--- src/rtl/sprite_pkg.sv ---
// Shared constants, config record and ROM base-offset helper for the sprite scheduler.
package sprite_pkg;
    localparam int NUM_SPRITES  = 4;
    localparam int WIDTH        = 110;
    localparam int HEIGHT       = 59;
    localparam int SPRITE_WORDS = WIDTH * HEIGHT;
    localparam int ADDR_W       = 15;
    localparam int ROM_LAT      = 2;
    localparam int ID_W         = $clog2(NUM_SPRITES);
    localparam int OFF_W        = 13;

    typedef struct packed {
        logic [10:0] x;
        logic [9:0]  y;
        logic        en;
    } sprite_cfg_t;

    // Sprites are stacked back to back in the ROM; index is a loop constant so this folds away.
    function automatic logic [ADDR_W-1:0] base_offset(input int idx);
        return ADDR_W'(idx * SPRITE_WORDS);
    endfunction
endpackage

--- src/rtl/sprite_hit_unit.sv ---
// Per-sprite rectangle hit test and local ROM offset for the current raster position.
module sprite_hit_unit
    import sprite_pkg::*;
(
    input  sprite_cfg_t       cfg,
    input  logic [10:0]       hcount,
    input  logic [9:0]        vcount,
    output logic              hit,
    output logic [OFF_W-1:0]  offset
);
    // One extra bit on the far edges so sprites near the raster end clip instead of wrapping.
    logic [11:0] x_end;
    logic [10:0] y_end;
    logic [10:0] dx;
    logic [9:0]  dy;

    assign x_end  = {1'b0, cfg.x} + 12'(WIDTH);
    assign y_end  = {1'b0, cfg.y} + 11'(HEIGHT);
    assign dx     = hcount - cfg.x;
    assign dy     = vcount - cfg.y;
    assign hit    = cfg.en && (hcount >= cfg.x) && ({1'b0, hcount} < x_end)
                           && (vcount >= cfg.y) && ({1'b0, vcount} < y_end);
    assign offset = OFF_W'(dx) + OFF_W'(dy) * OFF_W'(WIDTH);
endmodule

--- src/rtl/sprite_scheduler.sv ---
// Picks the highest-priority sprite under the raster, drives the shared ROM address and
// composites the returned colour after the ROM/colour-map latency.
module sprite_scheduler
    import sprite_pkg::*;
(
    input  logic                   pixel_clk,
    input  logic                   reset_n,
    input  logic [10:0]            hcount,
    input  logic [9:0]             vcount,
    input  logic                   cfg_valid,
    output logic                   cfg_ready,
    input  logic [ID_W-1:0]        cfg_id,
    input  logic [10:0]            cfg_x,
    input  logic [9:0]             cfg_y,
    input  logic                   cfg_en,
    output logic [ADDR_W-1:0]      rom_addr,
    input  logic [23:0]            color_in,
    output logic [23:0]            pixel,
    output logic [ID_W-1:0]        pixel_id,
    output logic [NUM_SPRITES-1:0] overlap_mask
);
    sprite_cfg_t [NUM_SPRITES-1:0]            shadow_q, active_q;
    logic        [NUM_SPRITES-1:0]            hits;
    logic        [NUM_SPRITES-1:0][OFF_W-1:0] offs;
    logic        [NUM_SPRITES-1:0]            ovl_acc;
    logic        [ROM_LAT:0]                  hit_pipe;
    logic        [ROM_LAT:0][ID_W-1:0]        id_pipe;
    logic                                     commit, cfg_fire, hit_any, multi_hit;
    logic        [ID_W-1:0]                   win_id;
    logic        [ADDR_W-1:0]                 win_addr;

    assign commit    = (hcount == 11'd0) && (vcount == 10'd0);
    assign cfg_ready = !commit || !reset_n;
    assign cfg_fire  = cfg_valid && !commit;

    always_ff @(posedge pixel_clk or negedge reset_n) begin
        if (!reset_n) begin
            shadow_q <= '0;
            active_q <= '0;
        end else begin
            if (cfg_fire)
                shadow_q[cfg_id] <= '{x: cfg_x, y: cfg_y, en: cfg_en};
            if (commit)
                active_q <= shadow_q;
        end
    end

    for (genvar i = 0; i < NUM_SPRITES; i++) begin : g_hit
        sprite_hit_unit u_hit (
            .cfg    (active_q[i]),
            .hcount (hcount),
            .vcount (vcount),
            .hit    (hits[i]),
            .offset (offs[i])
        );
    end

    // Scan from lowest priority up so the lowest hitting index overwrites last.
    always_comb begin
        hit_any  = 1'b0;
        win_id   = '0;
        win_addr = '0;
        for (int i = NUM_SPRITES - 1; i >= 0; i--) begin
            if (hits[i]) begin
                hit_any  = 1'b1;
                win_id   = ID_W'(i);
                win_addr = base_offset(i) + ADDR_W'(offs[i]);
            end
        end
    end

    assign multi_hit = |(hits & (hits - NUM_SPRITES'(1)));

    // hit_pipe[0] is stage A; hit_pipe[ROM_LAT] lines up with color_in.
    always_ff @(posedge pixel_clk or negedge reset_n) begin
        if (!reset_n) begin
            rom_addr     <= '0;
            hit_pipe     <= '0;
            id_pipe      <= '0;
            pixel        <= '0;
            pixel_id     <= '0;
            overlap_mask <= '0;
            ovl_acc      <= '0;
        end else begin
            if (hit_any)
                rom_addr <= win_addr;
            hit_pipe <= {hit_pipe[ROM_LAT-1:0], hit_any};
            id_pipe  <= {id_pipe[ROM_LAT-1:0], win_id};
            pixel    <= hit_pipe[ROM_LAT] ? color_in : 24'd0;
            pixel_id <= hit_pipe[ROM_LAT] ? id_pipe[ROM_LAT] : '0;
            if (commit) begin
                overlap_mask <= ovl_acc;
                ovl_acc      <= '0;
            end else if (multi_hit) begin
                ovl_acc <= ovl_acc | hits;
            end
        end
    end
endmodule

--- config.mk ---
export PLATFORM = sky130hd
export DESIGN_NAME = sprite_scheduler
export DESIGN_NICKNAME = d
export VERILOG_FILES = /design/src/rtl/sprite_pkg.sv /design/src/rtl/sprite_hit_unit.sv /design/src/rtl/sprite_scheduler.sv
export SDC_FILE = /design/constraint.sdc
export NUM_CORES = 1
export LEC_CHECK = 0
export CELL_PAD_IN_SITES_DETAIL_PLACEMENT = 1
export CELL_PAD_IN_SITES_GLOBAL_PLACEMENT = 2
export CORE_ASPECT_RATIO = 1.1
export CORE_MARGIN = 2
export CORE_UTILIZATION = 31
export DETAILED_ROUTE_END_ITERATION = 10
export PLACE_DENSITY = 0.71
export SETUP_SLACK_MARGIN = 0.3
export SLEW_MARGIN = 10
export SYNTH_ARGS = -nofsm -noshare
export SYNTH_HDL_FRONTEND = slang
export SYNTH_SLANG_ARGS = --single-unit
--- constraint.sdc ---
create_clock -name pixel_clk -period 6.3 [get_ports pixel_clk]
set_clock_uncertainty 0.15 [all_clocks]
set_input_delay 1.26 -clock pixel_clk [delete_from_list [all_inputs] [get_ports pixel_clk]]
set_output_delay 1.26 -clock pixel_clk [all_outputs]
set_load 0.01 [all_outputs]
== Word level (Yosys, flattened, before mapping) ==
Index checks and enable logic that the tools add are counted.
W data, S select, Z words.
Operators by class
  eq/ne operators: 0
  mux-type cells: 19
  shift operators: 0
  $mul: 4
  $lt $le $gt $ge: 18
  bitwise operators: 2
  add/subtract/negate cells: 24
  reductions and logical operators: 26
  divide/modulo/power cells: 0
Operators by type and width (number)
  $bwmux W88: 1
  $mux W15: 4
  $add A11 B13 Y13: 4
  $add A11 B7 Y12 const B: 4
  $lt A11 B12 Y1: 4
  $mul A10 B6 Y12 const B: 4
  $add A10 B6 Y11 const B: 4
  $demux W22 S2: 1
  $ge A11 B11 Y1: 4
  $lt A10 B11 Y1: 4
  $sub A11 B11 Y11: 4
  $ge A10 B10 Y1: 4
  $sub A10 B10 Y10: 4
  $mux W24: 1
  $mux W22: 1
  $logic_and A1 B1 Y1: 19
  $add A14 B13 Y15 const A: 1
  $add A15 B13 Y15 const A: 1
  $add A13 B13 Y14 const A: 1
  $logic_not A11 Y1: 1
  $logic_not A10 Y1: 1
  $mux W2: 5
  $mux W4: 2
  $and A4 B4 Y4: 1
  other kinds (9): 13
Storage, ports and cells
  register bits after elaboration: 234
  memory bits (writable): 0
  bits in latches: 0
  memories: 0
  memory bits (read-only): 0
  logic and storage cells: 126
  bits of input ports: 72

== Longest topological paths before layout ==
  depth in word-level cells: 10
  gate-level depth with buffers: 31
  depth with buffers taken out: 31

== Modules after synthesis ==
From an unflattened synthesis, not the netlist that was laid out.
Unflattened totals
  cell total of the unflattened synthesis: 2180
  area, all modules: 21723.3 um^2
Modules (own cells, without submodules)
  sprite_scheduler: cells each 670, instances 1, area each 9505.4 um^2, seq. area each 5855.6 um^2
  sprite_hit_unit at g_hit[0].u_hit: cells each 391, instances 1, area each 3129.3 um^2, seq. area each 0.0 um^2
  sprite_hit_unit at g_hit[1].u_hit: cells each 371, instances 1, area each 3040.4 um^2, seq. area each 0.0 um^2
  sprite_hit_unit at g_hit[3].u_hit: cells each 377, instances 1, area each 3040.4 um^2, seq. area each 0.0 um^2
  sprite_hit_unit at g_hit[2].u_hit: cells each 371, instances 1, area each 3007.9 um^2, seq. area each 0.0 um^2

== Least setup slack after synthesis ==
OpenSTA, ideal clock, no wires.
  path kind: input to register
  start point: in vcount[0]
  end point: reg rom_addr[12]
  data required time: 6.056 ns
  setup time: 0.094 ns
  arrival time: 7.309 ns
  stages: 29
  buffers on the path: 0
  slack: -1.252 ns
  path through: inv_1 > ha_1 > inv_1 > fa_1 > a21oi_1 > o21bai_1 > o21a_1 > nor2_1 > xor2_1 > inv_1 > fa_1 > fa_1 > inv_1 > fa_1 > inv_1 > ha_1 > and3_1 > a221o_1 > nor2_1 > xnor2_1 > ha_1 > o21a_1 > o31a_1 > o21ai_0 > xnor2_1 > xnor2_1 > xnor2_1 > o22a_1 > a221oi_2
Between the ends
  longest elaborated chain between the ends: 8
  elaborated cells on any way between the ends: 39
  classes of those cells: 11 x add/sub; 4 x mul; 8 x order compare; 8 x mux; 8 x reduce/logical
RTL lines
  start, declared: RTL line sprite_scheduler.sv:9  | input logic [9:0] vcount,
  $sub A10 B10 Y10: RTL line sprite_hit_unit.sv:20  | assign dy = vcount - cfg.y;
  $mul A10 B6 Y12: RTL line sprite_hit_unit.sv:23  | assign offset = OFF_W'(dx) + OFF_W'(dy) * OFF_W'(WIDTH);
  $add A11 B13 Y13: RTL line sprite_hit_unit.sv:23
  $add A15 B13 Y15: RTL line sprite_scheduler.sv:67  | win_addr = base_offset(i) + ADDR_W'(offs[i]);
  $mux W15 (4 in a row): RTL line sprite_scheduler.sv:64  | if (hits[i]) begin
  end signal, assigned: RTL line sprite_scheduler.sv:86  | rom_addr <= win_addr;
  end, declared: RTL line sprite_scheduler.sv:16  | output logic [ADDR_W-1:0] rom_addr,
Several ways; a longest one is shown, not always the timed one.
A chain may end at the register's enable or synchronous reset.

== Final worst setup path ==
  start point: in vcount[2]
  end point: reg rom_addr[12]
The elaborated chain is that of the path after synthesis.

==> metrics.txt <==
status=complete, but fails checks; failing checks=setup timing; max_slew headroom=between 40 and 50%; ANT cells=0; Core Footprint=approximately 70,000 µm²; Starting Density=between 30% and 40%; period utilization=112%; Worst R2R End=rom_addr[12]$_DFFE_PN0P_; Final ANT Viol Nets=0; Placed Cells=around 3,700; Filler cells=a little under 8,000; Worst R2R Start=active_q[23]$_DFFE_PN0P_; main area contributors after synthesis=dfrtp_1 27%, ha_1 17%, fa_1 8.8%; worst hold path depth=0; setup violators final=8; area grow syn2layout=37.8%; maxcap violations=0; switch share=around two fifths; total power=15.7 mW; worst slew pin tran=0.875 ns; sequential-to-total area share from yosys stat=approximately 27%; via count=about 19,000; Port Buf Inserts=between 100 and 150; Yosys top cell area share=approximately 27%; Seq pwr share=approximately a tenth; Clock Pin Slew Worst Setup and Hold Paths=roughly 0.06 ns; Tmin final=~7.0 ns; hold wc startpoint=id_pipe[3]$_DFF_PN0_; CP Depth=29; Clock Tree Buf Depth=3; FF/Latch Area=5860 µm²; clk_lat worst skew=just under 0.6 ns; syn_nets=approximately 2,800; critical path's most frequent cell=xnor2_1; power share of the clock group=between 10% and 20%; Final Util=around 43%; Nets=~3,300; Fmax achieved=approximately 0.14 GHz; Die Width=roughly 260 µm; via-per-instance ratio=4.98; share of layout cells above drive strength 1=between 20% and 30%; WL final=~76,000 µm; Remaining DRCs=0; Multi-input gate area=~16,000 µm²; dpl hpwl=62,600 µm; Pint=roughly 9 mW; Syn Inst Count=between 2,000 and 2,500; initial antenna violation count=0; first-pass GRT wire length=119,000 µm; number of CTS-inserted buffers=29; clock tree sinks=~230; Final Hold Fails=0; I/O pin total=between 100 and 150; RSZ-0062 raised after global routing=yes; Pre-antenna DRT Iters=7; Psw=~6.5 mW; final cell count without fillers=around 3,800; Worst EP arrival=7.36 ns; R2R cell count=28; GRT Total Usage=21.1%; Synth Cell Area=around 22,000 µm²; Seq cells post-synth=roughly 230; Routed wire per std cell=between 15 and 20 µm; Post-synth ARST share=between 90% and 100%; HP Class=register to register; Distinct cells, synth=73; vias in the first global route=between 20,000 and 25,000; WP data required=between 6 and 7 ns; Logic pwr share=78.4%; slowest cell delay on critical path=0.52 ns; PD cells=between 500 and 600 nW/µm²; synthesized area per cell=about 9.4 µm²; CP bufs+invs=8; Synth warnings=0; global route total overflow=0; TritonCTS clock tree=done; Leakage=14.3 nW; VDD IR max=roughly 0.00053 V; CTS H-tree depth=1; crit path max fanout=5; post-synth top area cell=dfrtp_1; slack of the worst reg-to-reg path=-0.14 ns; most used flip-flop cell after synthesis=dfrtp_1; Rows=101; final worst slack=-0.736 ns; Slew Limit Fails=0; die height=about 280 µm; Min-Delay Endpoint=id_pipe[5]$_DFF_PN0_; delay-heaviest family, CP=adder cells; critical path endpoint category=register; slowest CP cell=fa_1; DIE AREA=71,700 µm²; largest net degree at the start of global routing=around 150; number of enable flip-flop cells after synthesis=0; crit path kind=input pin to register; Startpoint Class=input pin; DR iter-0 viols=a little over 700; GP Congestion=0.877; Root Buffer=clkbuf_16
==> metal layers <==
metal	GRT usage, %	routed length [µm]	vias up
li1	-	-	9119
met1	25.6	32400	9487
met2	38.9	38200	277
met3	1.88	1820	116
met4	7.50	3230	0
met5	0	0	-
==> Yosys cell counts (4+ instances only) <==
library cell  number
ha_1             295
inv_1            264
dfrtp_1          234
xnor2_1          160
nand2_1          154
o21ai_0          154
a21oi_1          116
nor2_1           110
mux2_2           100
fa_1              95
xor2_1            50
a21o_1            42
nor3_1            42
and2_1            37
o21a_1            31
nand3_1           30
a211oi_1          29
clkbuf_1          29
nand2b_1          26
nor2b_1           26
nand4_1           21
or3_1             20
o21bai_1          16
o22ai_1           16
and3_1            15
o211ai_1          15
nor4_1            13
or2_2             12
a31oi_1           11
mux2i_1           10
o31ai_1           10
o221ai_1           9
buf_2              8
a211o_1            7
a311oi_1           7
o2111ai_1          6
a2111oi_0          5
o311ai_0           5
nor3b_1            4
or4_1              4
==> placed cells by master, fill, tap and decap left out, types with 36 or more instances in the layout <==
cell | Yosys | final
fa_1 | 95 | 90
clkdlybuf4s50_1 | 0 | 109
a21o_1 | 42 | 42
a21oi_1 | 116 | 99
dfrtp_1 | 234 | 234
nor3_1 | 42 | 39
xor2_1 | 50 | 45
ha_1 | 295 | 260
o21ai_0 | 154 | 143
nor2_1 | 110 | 101
xnor2_1 | 160 | 134
buf_4 | 1 | 438
inv_1 | 264 | 244
nand2_1 | 154 | 151
and2_1 | 37 | 36
mux2_2 | 100 | 100
==> per-stage QoR <==
step                      setup TNS [ns]  setup slack (ns)  hold WS, ns  instance area, µm²
after global placement            -13.67             -1.78        0.183               27400
after detailed placement          -14.98             -1.89        0.187               27400
after floorplan                    -3.24            -0.825        0.181               21900
after CTS                          -3.57            -0.698        0.199               29300
after global routing               -5.76             -1.01        0.200               29700
final                              -3.55            -0.736        0.197               29700
==> what timing repair did <==
item	in CTS	in global routing
cloned	0	0
resized for setup	140	72
endpoints found under the hold margin	0	0
hold buffers	0	0
setup buffers	30	10
endpoints found under the setup margin	10	10
pin swaps	101	56
==> logic make-up (layout without fill, tap and decap cells) <==
| family | Yosys count | count (layout) | synth area share, % |
|---|---|---|---|
| multiplexers | 110 | 110 | 5.68 |
| flip-flops | 234 | 234 | 27.1 |
| buffers and inverters | 308 | 905 | 5.56 |
| AO/OA/AOI/OAI | 512 | 512 | 15.1 |
| AND/OR/NAND/NOR | 528 | 528 | 12.0 |
| XOR/XNOR | 211 | 211 | 8.63 |
| adder cells (fa/ha/maj) | 390 | 390 | 25.9 |
==> how the worst max path moves through the flow <==
stage	startpoint	to	slack, ns
after floorplan	vcount[0]	rom_addr[12]$_DFFE_PN0P_	-0.82
after detailed placement	vcount[0]	rom_addr[12]$_DFFE_PN0P_	-1.89
after global placement	vcount[0]	rom_addr[12]$_DFFE_PN0P_	-1.78
final	vcount[2]	rom_addr[12]$_DFFE_PN0P_	-0.74
after global routing	vcount[0]	rom_addr[12]$_DFFE_PN0P_	-1.01
after CTS	vcount[0]	rom_addr[12]$_DFFE_PN0P_	-0.70
==> sequential cells by signal, indices dropped and copies added (netlist names), 3 cells and up <==
name / count
shadow_q: 88
pixel: 24
rom_addr: 15
active_q: 88
id_pipe: 6
overlap_mask: 4
hit_pipe: 3
ovl_acc: 4
==> power by group through the flow <==
stage	Sequential [mW]	Clock [mW]	Combinational, mW
after floorplan	1.67	0	5.28
after global placement	1.69	0	9.84
after detailed placement	1.69	0	10.1
after CTS	1.67	1.77	11.4
after global routing	1.68	1.82	13.3
final	1.67	1.72	12.3
==> worst reg2reg max path: cells and delay by family, from the launching register on <==
kind            cells  cell delay [ns]
xor+xnor            5             0.90
flops               1             0.39
fa+ha+maj           7             2.64
compound gates      9             1.69
buf+inv             5             0.30
simple gates        2             0.26
==> area by class of cell <==
type                            instances  share of cell area (%)
Multi-Input combinational cell       1751                    53.2
Sequential cell                       234                    19.7
Timing Repair Buffer                  586                    16.5
Tap cell                              927                    3.90
Inverter                              266                    3.37
Clock buffer                           40                    2.82
Clock inverter                         13                   0.522
Note: power is estimated with default switching activity, not from simulation.
